<file path="config.mk">
export PLATFORM = sky130hd
export DESIGN_NAME = cv32e40p_fetch_queue
export DESIGN_NICKNAME = d
export VERILOG_FILES = /design/src/rtl/cv32e40p_fetch_queue.sv
export SDC_FILE = /design/constraint.sdc
export NUM_CORES = 1
export LEC_CHECK = 0
export CAP_MARGIN = 30
export CORE_MARGIN = 2
export CORE_UTILIZATION = 57
export CTS_CLUSTER_SIZE = 20
export DETAILED_ROUTE_END_ITERATION = 6
export PLACE_DENSITY = 0.86
export SETUP_SLACK_MARGIN = 0.4
export SLEW_MARGIN = 20
export SYNTH_ARGS = -nofsm -noshare
export SYNTH_HDL_FRONTEND = slang
export SYNTH_SLANG_ARGS = --single-unit
</file>
<file path="constraint.sdc">
create_clock -name clk -period 4.45 [get_ports clk]
set_input_delay 1.335 -clock clk [delete_from_list [all_inputs] [get_ports clk]]
set_output_delay 1.335 -clock clk [all_outputs]
set_load 0.05 [all_outputs]
</file>
<file path="src/rtl/cv32e40p_fetch_queue.sv">
// ---------------------------------------------------------------------------
// cv32e40p_fetch_queue
//
// Instruction prefetch queue between the controller/IF stage and an OBI
// instruction port. It issues word-aligned fetches, tracks outstanding
// transactions, discards responses that belong to a fetch stream abandoned by
// a redirect, and buffers returned words in a small FIFO with a same-cycle
// bypass when the FIFO is empty.
//
// Ports
//   clk, rst_n        core clock / asynchronous active-low reset
//   req_i             fetch enable from the controller
//   branch_i          redirect pulse, target on branch_addr_i (halfword aligned)
//   fetch_valid_o     word available to the IF stage
//   fetch_ready_i     IF stage consumes the presented word
//   fetch_rdata_o     presented word
//   instr_req_o       OBI address phase request
//   instr_addr_o      OBI address (always word aligned)
//   instr_gnt_i       OBI grant
//   instr_rvalid_i    OBI response valid
//   instr_rdata_i     OBI response data
//   busy_o            request pending or responses outstanding
//
// Address-phase FSM
//   state  | meaning
//   IDLE   | no request on the bus
//   REQ    | request to addr_q on the bus
//   REQ_BR | ungranted request to the old address still on the bus; the
//          | redirect target waits in br_addr_q until the grant
// ---------------------------------------------------------------------------
module cv32e40p_fetch_queue #(
  parameter int DEPTH = 2
) (
  input  logic        clk,
  input  logic        rst_n,
  input  logic        req_i,
  input  logic        branch_i,
  input  logic [31:0] branch_addr_i,
  output logic        fetch_valid_o,
  input  logic        fetch_ready_i,
  output logic [31:0] fetch_rdata_o,
  output logic        instr_req_o,
  output logic [31:0] instr_addr_o,
  input  logic        instr_gnt_i,
  input  logic        instr_rvalid_i,
  input  logic [31:0] instr_rdata_i,
  output logic        busy_o
);

  localparam int CW = $clog2(DEPTH + 1);
  localparam int PW = (DEPTH > 1) ? $clog2(DEPTH) : 1;

  localparam logic [CW-1:0] C_ONE   = CW'(1);
  localparam logic [CW:0]   C_DEPTH = (CW + 1)'(DEPTH);
  localparam logic [CW:0]   C_INC   = (CW + 1)'(1);
  localparam logic [PW-1:0] P_ONE   = PW'(1);
  localparam logic [PW-1:0] P_LAST  = PW'(DEPTH - 1);

  typedef enum logic [1:0] {
    IDLE   = 2'd0,
    REQ    = 2'd1,
    REQ_BR = 2'd2
  } state_t;

  state_t        state_q, state_d;
  logic [31:0]   addr_q;
  logic [31:0]   br_addr_q;
  logic [CW-1:0] out_q, out_d;
  logic [CW-1:0] discard_q, discard_d;
  logic [CW-1:0] fifo_cnt;
  logic [PW-1:0] rd_ptr_q, wr_ptr_q;
  logic [31:0]   mem_q [DEPTH];

  logic        gnt;
  logic        req_hold;
  logic        rv_acc;
  logic        rv_drop;
  logic        fifo_empty;
  logic        push;
  logic        pop;
  logic [CW:0] used;
  logic        can_issue;
  logic        can_issue_more;
  logic [31:0] br_tgt;
  logic        unused_br_lsb;

  assign unused_br_lsb = ^branch_addr_i[1:0];

  function automatic logic [PW-1:0] ptr_inc(input logic [PW-1:0] p);
    return (p == P_LAST) ? '0 : p + P_ONE;
  endfunction

  // -------------------------------------------------------------------------
  // Handshake qualifiers and issue credit
  // -------------------------------------------------------------------------
  assign gnt        = instr_req_o & instr_gnt_i;
  assign req_hold   = instr_req_o & ~instr_gnt_i;
  assign rv_drop    = instr_rvalid_i & (discard_q != '0);
  assign rv_acc     = instr_rvalid_i & (discard_q == '0);
  assign fifo_empty = (fifo_cnt == '0);
  assign br_tgt     = {branch_addr_i[31:2], 2'b00};

  // Every granted word keeps a slot reserved (outstanding, then buffered)
  // until the IF stage takes it or it is discarded, so the FIFO cannot
  // overflow. Staying in REQ across a grant must also count the word being
  // granted in this very cycle.
  assign used           = {1'b0, fifo_cnt} + {1'b0, out_q};
  assign can_issue      = req_i & ~branch_i & (used < C_DEPTH);
  assign can_issue_more = req_i & ~branch_i & ((used + C_INC) < C_DEPTH);

  // -------------------------------------------------------------------------
  // FSM: state register
  // -------------------------------------------------------------------------
  always_ff @(posedge clk or negedge rst_n) begin
    if (!rst_n) begin
      state_q <= IDLE;
    end else begin
      state_q <= state_d;
    end
  end

  // -------------------------------------------------------------------------
  // FSM: next state
  // -------------------------------------------------------------------------
  always_comb begin
    state_d = state_q;
    case (state_q)
      IDLE: begin
        if (can_issue) begin
          state_d = REQ;
        end
      end
      REQ: begin
        if (instr_gnt_i) begin
          state_d = can_issue_more ? REQ : IDLE;
        end else if (branch_i) begin
          // An ungranted request cannot be withdrawn; keep it on the bus.
          state_d = REQ_BR;
        end
      end
      REQ_BR: begin
        if (instr_gnt_i) begin
          state_d = IDLE;
        end
      end
      default: state_d = IDLE;
    endcase
  end

  // -------------------------------------------------------------------------
  // FSM: outputs
  // -------------------------------------------------------------------------
  always_comb begin
    instr_req_o  = (state_q == REQ) || (state_q == REQ_BR);
    instr_addr_o = addr_q;
    busy_o       = instr_req_o | (out_q != '0);
  end

  // -------------------------------------------------------------------------
  // Fetch address and redirect target
  // -------------------------------------------------------------------------
  always_ff @(posedge clk or negedge rst_n) begin
    if (!rst_n) begin
      addr_q    <= '0;
      br_addr_q <= '0;
    end else if (branch_i) begin
      if (req_hold) begin
        br_addr_q <= br_tgt;
      end else begin
        addr_q <= br_tgt;
      end
    end else if (gnt) begin
      addr_q <= (state_q == REQ_BR) ? br_addr_q : addr_q + 32'd4;
    end
  end

  // -------------------------------------------------------------------------
  // Outstanding and discard counters
  // -------------------------------------------------------------------------
  always_comb begin
    out_d = out_q;
    if (gnt && !instr_rvalid_i) begin
      out_d = out_q + C_ONE;
    end else if (!gnt && instr_rvalid_i) begin
      out_d = out_q - C_ONE;
    end
  end

  always_comb begin
    discard_d = discard_q;
    if (rv_drop) begin
      discard_d = discard_q - C_ONE;
    end
    // The request held through a redirect belongs to the old stream.
    if ((state_q == REQ_BR) && instr_gnt_i) begin
      discard_d = discard_d + C_ONE;
    end
    // Everything still outstanding after a redirect cycle is stale,
    // including a request granted in that same cycle.
    if (branch_i) begin
      discard_d = out_d;
    end
  end

  always_ff @(posedge clk or negedge rst_n) begin
    if (!rst_n) begin
      out_q     <= '0;
      discard_q <= '0;
    end else begin
      out_q     <= out_d;
      discard_q <= discard_d;
    end
  end

  // -------------------------------------------------------------------------
  // Response FIFO with empty bypass
  // -------------------------------------------------------------------------
  assign push = rv_acc & ~branch_i & (~fifo_empty | ~fetch_ready_i);
  assign pop  = ~fifo_empty & fetch_ready_i & ~branch_i;

  always_comb begin
    fetch_valid_o = ~branch_i & (~fifo_empty | rv_acc);
    fetch_rdata_o = '0;
    if (!fifo_empty) begin
      fetch_rdata_o = mem_q[rd_ptr_q];
    end else if (rv_acc) begin
      fetch_rdata_o = instr_rdata_i;
    end
  end

  always_ff @(posedge clk or negedge rst_n) begin
    if (!rst_n) begin
      for (int i = 0; i < DEPTH; i++) begin
        mem_q[i] <= '0;
      end
    end else if (push) begin
      mem_q[wr_ptr_q] <= instr_rdata_i;
    end
  end

  always_ff @(posedge clk or negedge rst_n) begin
    if (!rst_n) begin
      rd_ptr_q <= '0;
      wr_ptr_q <= '0;
      fifo_cnt <= '0;
    end else if (branch_i) begin
      rd_ptr_q <= '0;
      wr_ptr_q <= '0;
      fifo_cnt <= '0;
    end else begin
      if (push) begin
        wr_ptr_q <= ptr_inc(wr_ptr_q);
      end
      if (pop) begin
        rd_ptr_q <= ptr_inc(rd_ptr_q);
      end
      if (push && !pop) begin
        fifo_cnt <= fifo_cnt + C_ONE;
      end else if (pop && !push) begin
        fifo_cnt <= fifo_cnt - C_ONE;
      end
    end
  end

endmodule

</file>
==> results of run 1 <==
[state kept, by name, indices dropped and copies added, names as in the netlist]
name,count
instr_addr_o,30
state_q,2
discard_q,2
rd_ptr_q,1
br_addr_q,30
fifo_cnt,2
mem_q,64
out_q,2
wr_ptr_q,1
[through the flow]
| stage | cells | setup WS [ns] |
|---|---|---|
| 2_1_floorplan | 675 | 0.4542 |
| 3_3_place_gp | 953 | 0.2355 |
| 3_5_place_dp | 953 | 0.1926 |
| 4_1_cts | 990 | 0.4467 |
| 5_1_grt | 992 | 0.4922 |
| 6_report | 992 | 0.5883 |
[routing by layer]
layer | part of all wire (%) | GRT usage, % | wire length [um] | vias up
met2 | 52 | 52.71 | 10170 | 338
li1 | - | - | - | 2709
met5 | 0 | 0 | 0 | -
met1 | 37 | 34.70 | 7205 | 2963
met3 | 8.1 | 7.577 | 1571 | 51
met4 | 2.8 | 13.10 | 545 | 0
[cell families (layout without fill, tap and decap cells)]
family | after synthesis | in the layout | synth area share (%)
buf+inv | 57 | 202 | 3.717
simple gates | 174 | 174 | 12.87
xor+xnor | 26 | 26 | 3.161
flops | 134 | 134 | 46.55
fa+ha+maj | 9 | 9 | 1.668
compound gates | 142 | 142 | 11.99
other cells | 1 | 2 | 0.05206
mux | 131 | 131 | 19.99
[cell type report]
class / instances / area (um^2)
fill: 727 / 2768
inverter: 15 / 56.30
clock inverter: 12 / 118.9
multi-input combinational: 484 / 3615
tap: 172 / 215.2
sequential: 134 / 3354
clock buffer: 20 / 456.7
timing repair buffer: 155 / 1882
[worst max path at each step]
stage	endpoint	depth (start not counted)
2_1_floorplan	fetch_valid_o	4
3_3_place_gp	fetch_rdata_o[16]	7
3_5_place_dp	fetch_rdata_o[5]	7
4_1_cts	fetch_rdata_o[14]	8
5_1_grt	fetch_rdata_o[14]	8
6_report	fetch_rdata_o[14]	8
[Yosys cell counts, types with 2 or more instances]
master    number  area share, %
dfrtp_1      134             47
mux2_2        72             11
nand2_1       66            3.4
o21ai_0       59            4.1
mux2i_1       37            5.1
nor2_1        31            1.6
a21oi_1       26            1.8
mux2_1        21            3.3
clkbuf_1      17           0.89
nand3_1       16            1.1
xor2_1        16            1.9
and3_1        15            1.3
inv_1         15           0.78
nand4_1       12            1.0
a221oi_1      11            1.3
buf_2         10           0.69
xnor2_1       10            1.2
o22ai_1        9           0.78
ha_1           8            1.4
buf_1          7           0.36
o21ai_1        7           0.49
buf_4          5           0.52
nand2b_1       4           0.35
nor3_1         4           0.28
a211oi_1       3           0.31
a21o_1         3           0.31
a31oi_1        3           0.26
and4_1         3           0.36
buf_6          3           0.47
nor2b_1        3           0.26
nor3b_1        3           0.31
nor4_4         3           0.89
o22a_1         3           0.36
a211o_1        2           0.24
nand3_2        2           0.28
o221ai_1       2           0.24
or3_1          2           0.17
[repair_timing]
item / in CTS / in global routing
setup endpoints to repair: 32 / 19
setup buffers: 3 / 0
cloned: 2 / 0
resized for setup: 13 / 2
pin swaps: 1 / 0
[power by group through the flow]
stage,Clock [W],Combinational [W],Sequential (W)
2_1_floorplan,0,0.00177,0.00261
3_3_place_gp,0,0.00318,0.00224
3_5_place_dp,0,0.00330,0.00231
4_1_cts,0.00138,0.00338,0.00231
5_1_grt,0.00144,0.00362,0.00238
6_report,0.00137,0.00341,0.00231
==> results by group, run 1 <==
Power
  • Pwr Density: 729.9 nW/um^2
  • Sw Share: 42.52%
  • Combinational Power Share: about 48%
  • Static leakage: 4.052 nW
  • VDD IR max: 0.4550 mV
  • Seq pwr share: between 30% and 40%
  • Total power: ~0.0071 W
  • NetSw: between 0.003 and 0.004 W
  • Clock group share of total power: 19.3%
  • Internal power: 0.004068 W

Timing
  • Setup_tns: 0 ns
  • Setup repair after global routing missed its margin: false
  • Final-report hold violation count: 0
  • Hold WS: 0.4886 ns
  • Slew of the pin with the lowest slew margin: 0.8152 ns
  • Setup Skew: 0.01063 ns
  • Fin crit period: 3.862 ns
  • Slew Viols, Final: 0
  • Tcrit/Tclk final: 86.78%
  • Slew HR: 45.46%
  • Final count of negative-setup-slack endpoints: 0
  • Max Freq: 259.0 MHz

Setup path
  • Reg-to-Reg Start: state_q[0]
  • Worst path required time: 3.12 ns
  • Critical path arrival: 2.53 ns
  • Worst Setup End Kind: primary output
  • CP max FO: 10
  • Critical-path cell with the highest stage delay: bufbuf_16
  • Beginning of the critical path: instr_rvalid_i
  • R2r worst-path depth: 8
  • CP peak stage delay: roughly 0.30 ns
  • Worst r2r dst: instr_addr_o[20]
  • CP Cell Sequence: clkbuf_2 > nand2_4 > nor3_4 > buf_4 > buf_4 > nand2_1 > o21ai_0 > bufbuf_16
  • Top cell by count, worst path: buf_4
  • CP delay by family, top: buffers and inverters
  • R2r setup slk: 1.75 ns
  • Critical path class: in2out
  • Startpoint types: primary input
  • WP buf/inv: 4

Cells and area
  • Most common cell after layout, fill and taps aside: dfrtp_1
  • ANT cells: 0
  • Final Util: approximately 80%
  • Area Growth Syn to Fin: 34.64%
  • Most frequent cells in the layout: dfrtp_1 (133), clkdlybuf4s50_1 (98), mux2_2 (72)
  • Layout cells sized above 1: a little over a fifth
  • NumNets Final: 887
  • Post-route cell area: 9698 um^2

Routing
  • DR pass1 iterations: 6
  • Detailed Route WL: 19,490 um
  • Routed len/inst: ~20 um
  • Vias per cell: 6.110
  • Routed Antenna Nets: 0
  • Post-route DRC: 0
  • DRT iter0 DRCs: ~540
  • Vias: 6,061

Clock tree
  • Hold-fix buffers, CTS: 0
  • H-Tree Depth: 4
  • Clk_lat worst skew: 0.42 ns
  • Clock root buffer: clkbuf_16
  • CTS tree: built
  • CTS sink cnt: 134
  • Clock-pin slew on the worst setup and hold paths: 0.06 ns
  • Max clock buf depth: 2
  • CTS Buf Count: 17

Die
  • Chip height: 116.4 um
  • Initial core utilization: 57.78%
  • Core footprint: 12,470 um^2
  • Die Area: 13,550 um^2
  • DIE WIDTH: 116.4 um
  • I/O pins: 138
  • Core Rows: 41

Synthesis
  • Number of flops mapped to enable cells by yosys: 0
  • Cells after Synth: just under 700
  • Post-synth ARST share: 100.0%
  • Yosys cell types: 64
  • Syn. warnings: 0
  • Mean area per synthesized cell: 10.69 um^2
  • Synth Register Bits: 134
  • Top FF cell, synth: dfrtp_1
  • Mapped cell area: 7203 um^2
  • Register area share after synthesis: 46.55%

GRT
  • Initial antenna violation count: 0
  • Total Routing Usage GR: about 30%
  • Vias in the first global route: ~6,400
  • First-pass GRT wire length: 31,370 um
  • Global route total overflow: 0
  • Largest net degree at the start of global routing: between 70 and 80

Place
  • Detailed Place HPWL: 12,880 um
  • Placed inst area: 9007 um^2
  • Port bufs: 133
  • Final RePlAce weighted congestion: 0.8846

Worst hold path
  • Worst hold path type: reg2reg
  • Worst hold start: mem_q[34]
  • Hold path depth: 1
  • Worst Hold End: mem_q[34]

Run
  • Max Cap Viol: 0

Outcome
  • Run status: completed
(Power assumes the default switching activity.)
==> run 2, diff against run 1 <==
- CTS_CLUSTER_SIZE: 20 -> 30
==> results of run 2 <==
Same layout as run 1: the final DEF is identical, and so are final timing and power.
==> run 3, diff against run 2 <==
==> constraint.sdc (replaced) <==
create_clock -name clk -period 4.45 [get_ports clk]
set_input_delay 0.6675 -clock clk [delete_from_list [all_inputs] [get_ports clk]]
set_output_delay 0.6675 -clock clk [all_outputs]
set_load 0.05 [all_outputs]
==> results by group, run 3 (same netlist as run 1, synthesis figures left out) <==
Clock tree
  • CTS Buf Count: 17 (unchanged)
  • Setup bufs post-CTS: 0 (was 3)
  • H-Tree Depth: 4 (unchanged)
  • Clock-pin slew on the worst setup and hold paths: 0.06 ns (about the same)
  • Clk_lat worst skew: 0.42 ns (about the same)
  • Clock root buffer: clkbuf_16 (unchanged)
  • CTS tree: built (unchanged)
  • Cts repair resizes: 0 (was 13)
  • CTS sink cnt: 134 (unchanged)
  • Max clock buf depth: 2 (unchanged)
  • Hold-fix buffers, CTS: 0 (unchanged)

Setup path
  • Reg-to-Reg Start: state_q[0] (unchanged)
  • R2r setup slk: 1.76 ns (was 1.75 ns)
  • Worst r2r dst: br_addr_q[28] (was instr_addr_o[20])
  • CP max FO: 32 (was 10)
  • Worst Setup End Kind: primary output (unchanged)
  • R2r worst-path depth: 6 (was 8)
  • Critical path arrival: 3.10 ns (was 2.53 ns)
  • Worst path required time: 3.78 ns (was 3.12 ns)
  • Critical path class: in2out (unchanged)
  • Startpoint types: primary input (unchanged)

Power
  • Static leakage: 3.881 nW (was 4.052 nW)
  • Pwr Density: 749.1 nW/um^2 (was 729.9 nW/um^2)
  • VDD IR max: 0.5209 mV (was 0.4550 mV)

Cells and area
  • Area Growth Syn to Fin: 30.00% (was 34.64%)
  • Multi-input logic area: 3597 um^2 (was 3615 um^2)
  • Non-Filler Instances: 983 (was 992)
  • Layout cells sized above 1: 16.28% (was 21.83%)
  • Most frequent cells in the layout: dfrtp_1 (133), clkdlybuf4s50_1 (132), mux2_2 (72) (was dfrtp_1 (133), clkdlybuf4s50_1 (98), mux2_2 (72))
  • Most common cell after layout, fill and taps aside: dfrtp_1 (unchanged)
  • Reg with most FFs: mem_q (unchanged)
  • NumNets Final: 878 (was 887)
  • Register area: 3354 um^2 (unchanged)
  • Fill count: 816 (was 727)
  • Post-route cell area: 9364 um^2 (was 9698 um^2)
  • Number of flip-flops in the largest register: 64 (unchanged)
  • Final Util: 75.12% (was 77.80%)
  • ANT cells: 0 (unchanged)

GRT
  • Largest net degree at the start of global routing: 54 (was 71)
  • Global route total overflow: 0 (unchanged)
  • First-pass GRT wire length: 29,210 um (was 31,370 um)
  • Total Routing Usage GR: 28.06% (was 29.96%)
  • Vias in the first global route: 5,964 (was 6,389)
  • Initial antenna violation count: 0 (unchanged)

Routing
  • Vias per cell: 6.019 (was 6.110)
  • Routed len/inst: 19.12 um (was 19.65 um)
  • Detailed Route WL: 18,800 um (was 19,490 um)
  • Routed Antenna Nets: 0 (unchanged)
  • DRT iter0 DRCs: 537 (was 544)
  • Vias: 5,917 (was 6,061)
  • DR pass1 iterations: 5 (was 6)
  • Post-route DRC: 0 (unchanged)

Die
  • Core footprint: 12,470 um^2 (unchanged)
  • Die Area: 13,550 um^2 (unchanged)
  • DIE WIDTH: 116.4 um (unchanged)
  • Chip height: 116.4 um (unchanged)
  • I/O pins: 138 (unchanged)
  • Initial core utilization: 57.78% (unchanged)
  • Core Rows: 41 (unchanged)

Worst hold path
  • Worst hold path type: in2async (was reg2reg)

Timing
  • Fin crit period: 3.770 ns (was 3.862 ns)
  • Slew Viols, Final: 0 (unchanged)
  • Slew of the pin with the lowest slew margin: 0.8203 ns (was 0.8152 ns)
  • Final setup margin: 0.6795 ns (was 0.5883 ns)
  • Max Freq: 265.2 MHz (was 259.0 MHz)
  • Setup Skew: 0.005066 ns (was 0.01063 ns)
  • Final count of negative-setup-slack endpoints: 0 (unchanged)
  • Tcrit/Tclk final: 84.73% (was 86.78%)
  • Setup_tns: 0 ns (unchanged)
  • Setup repair after global routing missed its margin: false (unchanged)
  • Slew HR: 45.12% (was 45.46%)
  • Final-report hold violation count: 0 (unchanged)

Place
  • Placed inst area: 8675 um^2 (was 9007 um^2)
  • Port bufs: 133 (unchanged)
  • Detailed Place HPWL: 12,470 um (was 12,880 um)
  • Final RePlAce weighted congestion: 0.8774 (was 0.8846)
  • Dpl ws: 0.7142 ns (was 0.1926 ns)
  • Placed cell count: 950 (was 953)

Run
  • Max Cap Viol: 0 (unchanged)

Outcome
  • Run status: completed (unchanged)
[run 3: cell count changes in the layout (fill, tap and decap cells not counted), sizes merged, moves of 3 or more]
cell / delta
buf: -41
clkdlybuf4s50: +34
clkbuf: +4
bufinv: +4
clkinvlp: -3
inv: -4
[run 3: stage by stage]
step	power, W	hold WS (ns)
after detailed placement	0.005391	0.4813
after global placement	0.005209	0.4659
after CTS	0.007013	0.2194
final	0.007015	0.2087
after floorplan	0.004383	0.3719
after global routing	0.007363	0.2386
[run 3: area by class of cell]
class | instances | area share, %
multi-input combinational | 484 | 38.42
sequential | 134 | 35.82
timing repair buffer | 146 | 15.71
clock buffer | 25 | 5.398
tap | 172 | 2.298
clock inverter | 7 | 1.750
inverter | 15 | 0.6013
[run 3: how the worst max path moves through the flow]
stage	startpoint	endpoint	slack, ns
final	instr_rvalid_i	fetch_rdata_o[13]	0.68
after global routing	instr_rvalid_i	fetch_rdata_o[12]	0.54
after detailed placement	instr_rvalid_i	fetch_rdata_o[30]	0.71
after CTS	instr_rvalid_i	fetch_rdata_o[23]	0.71
after floorplan	rd_ptr_q	fetch_rdata_o[10]	1.63
after global placement	instr_rvalid_i	fetch_rdata_o[30]	0.78
[run 3: critical path: stages]
cell	delay (ns)
clkdlybuf4s50_1	0.61
nand2_1	0.21
nor3_2	0.15
buf_4	0.35
nand2_1	0.14
o21ai_0	0.12
clkdlybuf4s50_1	0.84
[run 3: routing by layer]
layer  track usage (%)  wire (um)  vias to the layer above
met5                 0          0                        -
met4             14.37        529                        0
met3             6.435       1427                       46
met2             48.88       9529                      280
met1             32.44       7313                     2907
li1                  -          -                     2684
[run 3: power breakdown]
group          leakage [nW]  total (W)  internal, W  switching (W)
logic                  1.90    0.00313      0.00127        0.00186
clock network         0.328    0.00158      0.00107       0.000507
registers              1.65    0.00231      0.00179       0.000516
total                  3.88    0.00701      0.00413        0.00288
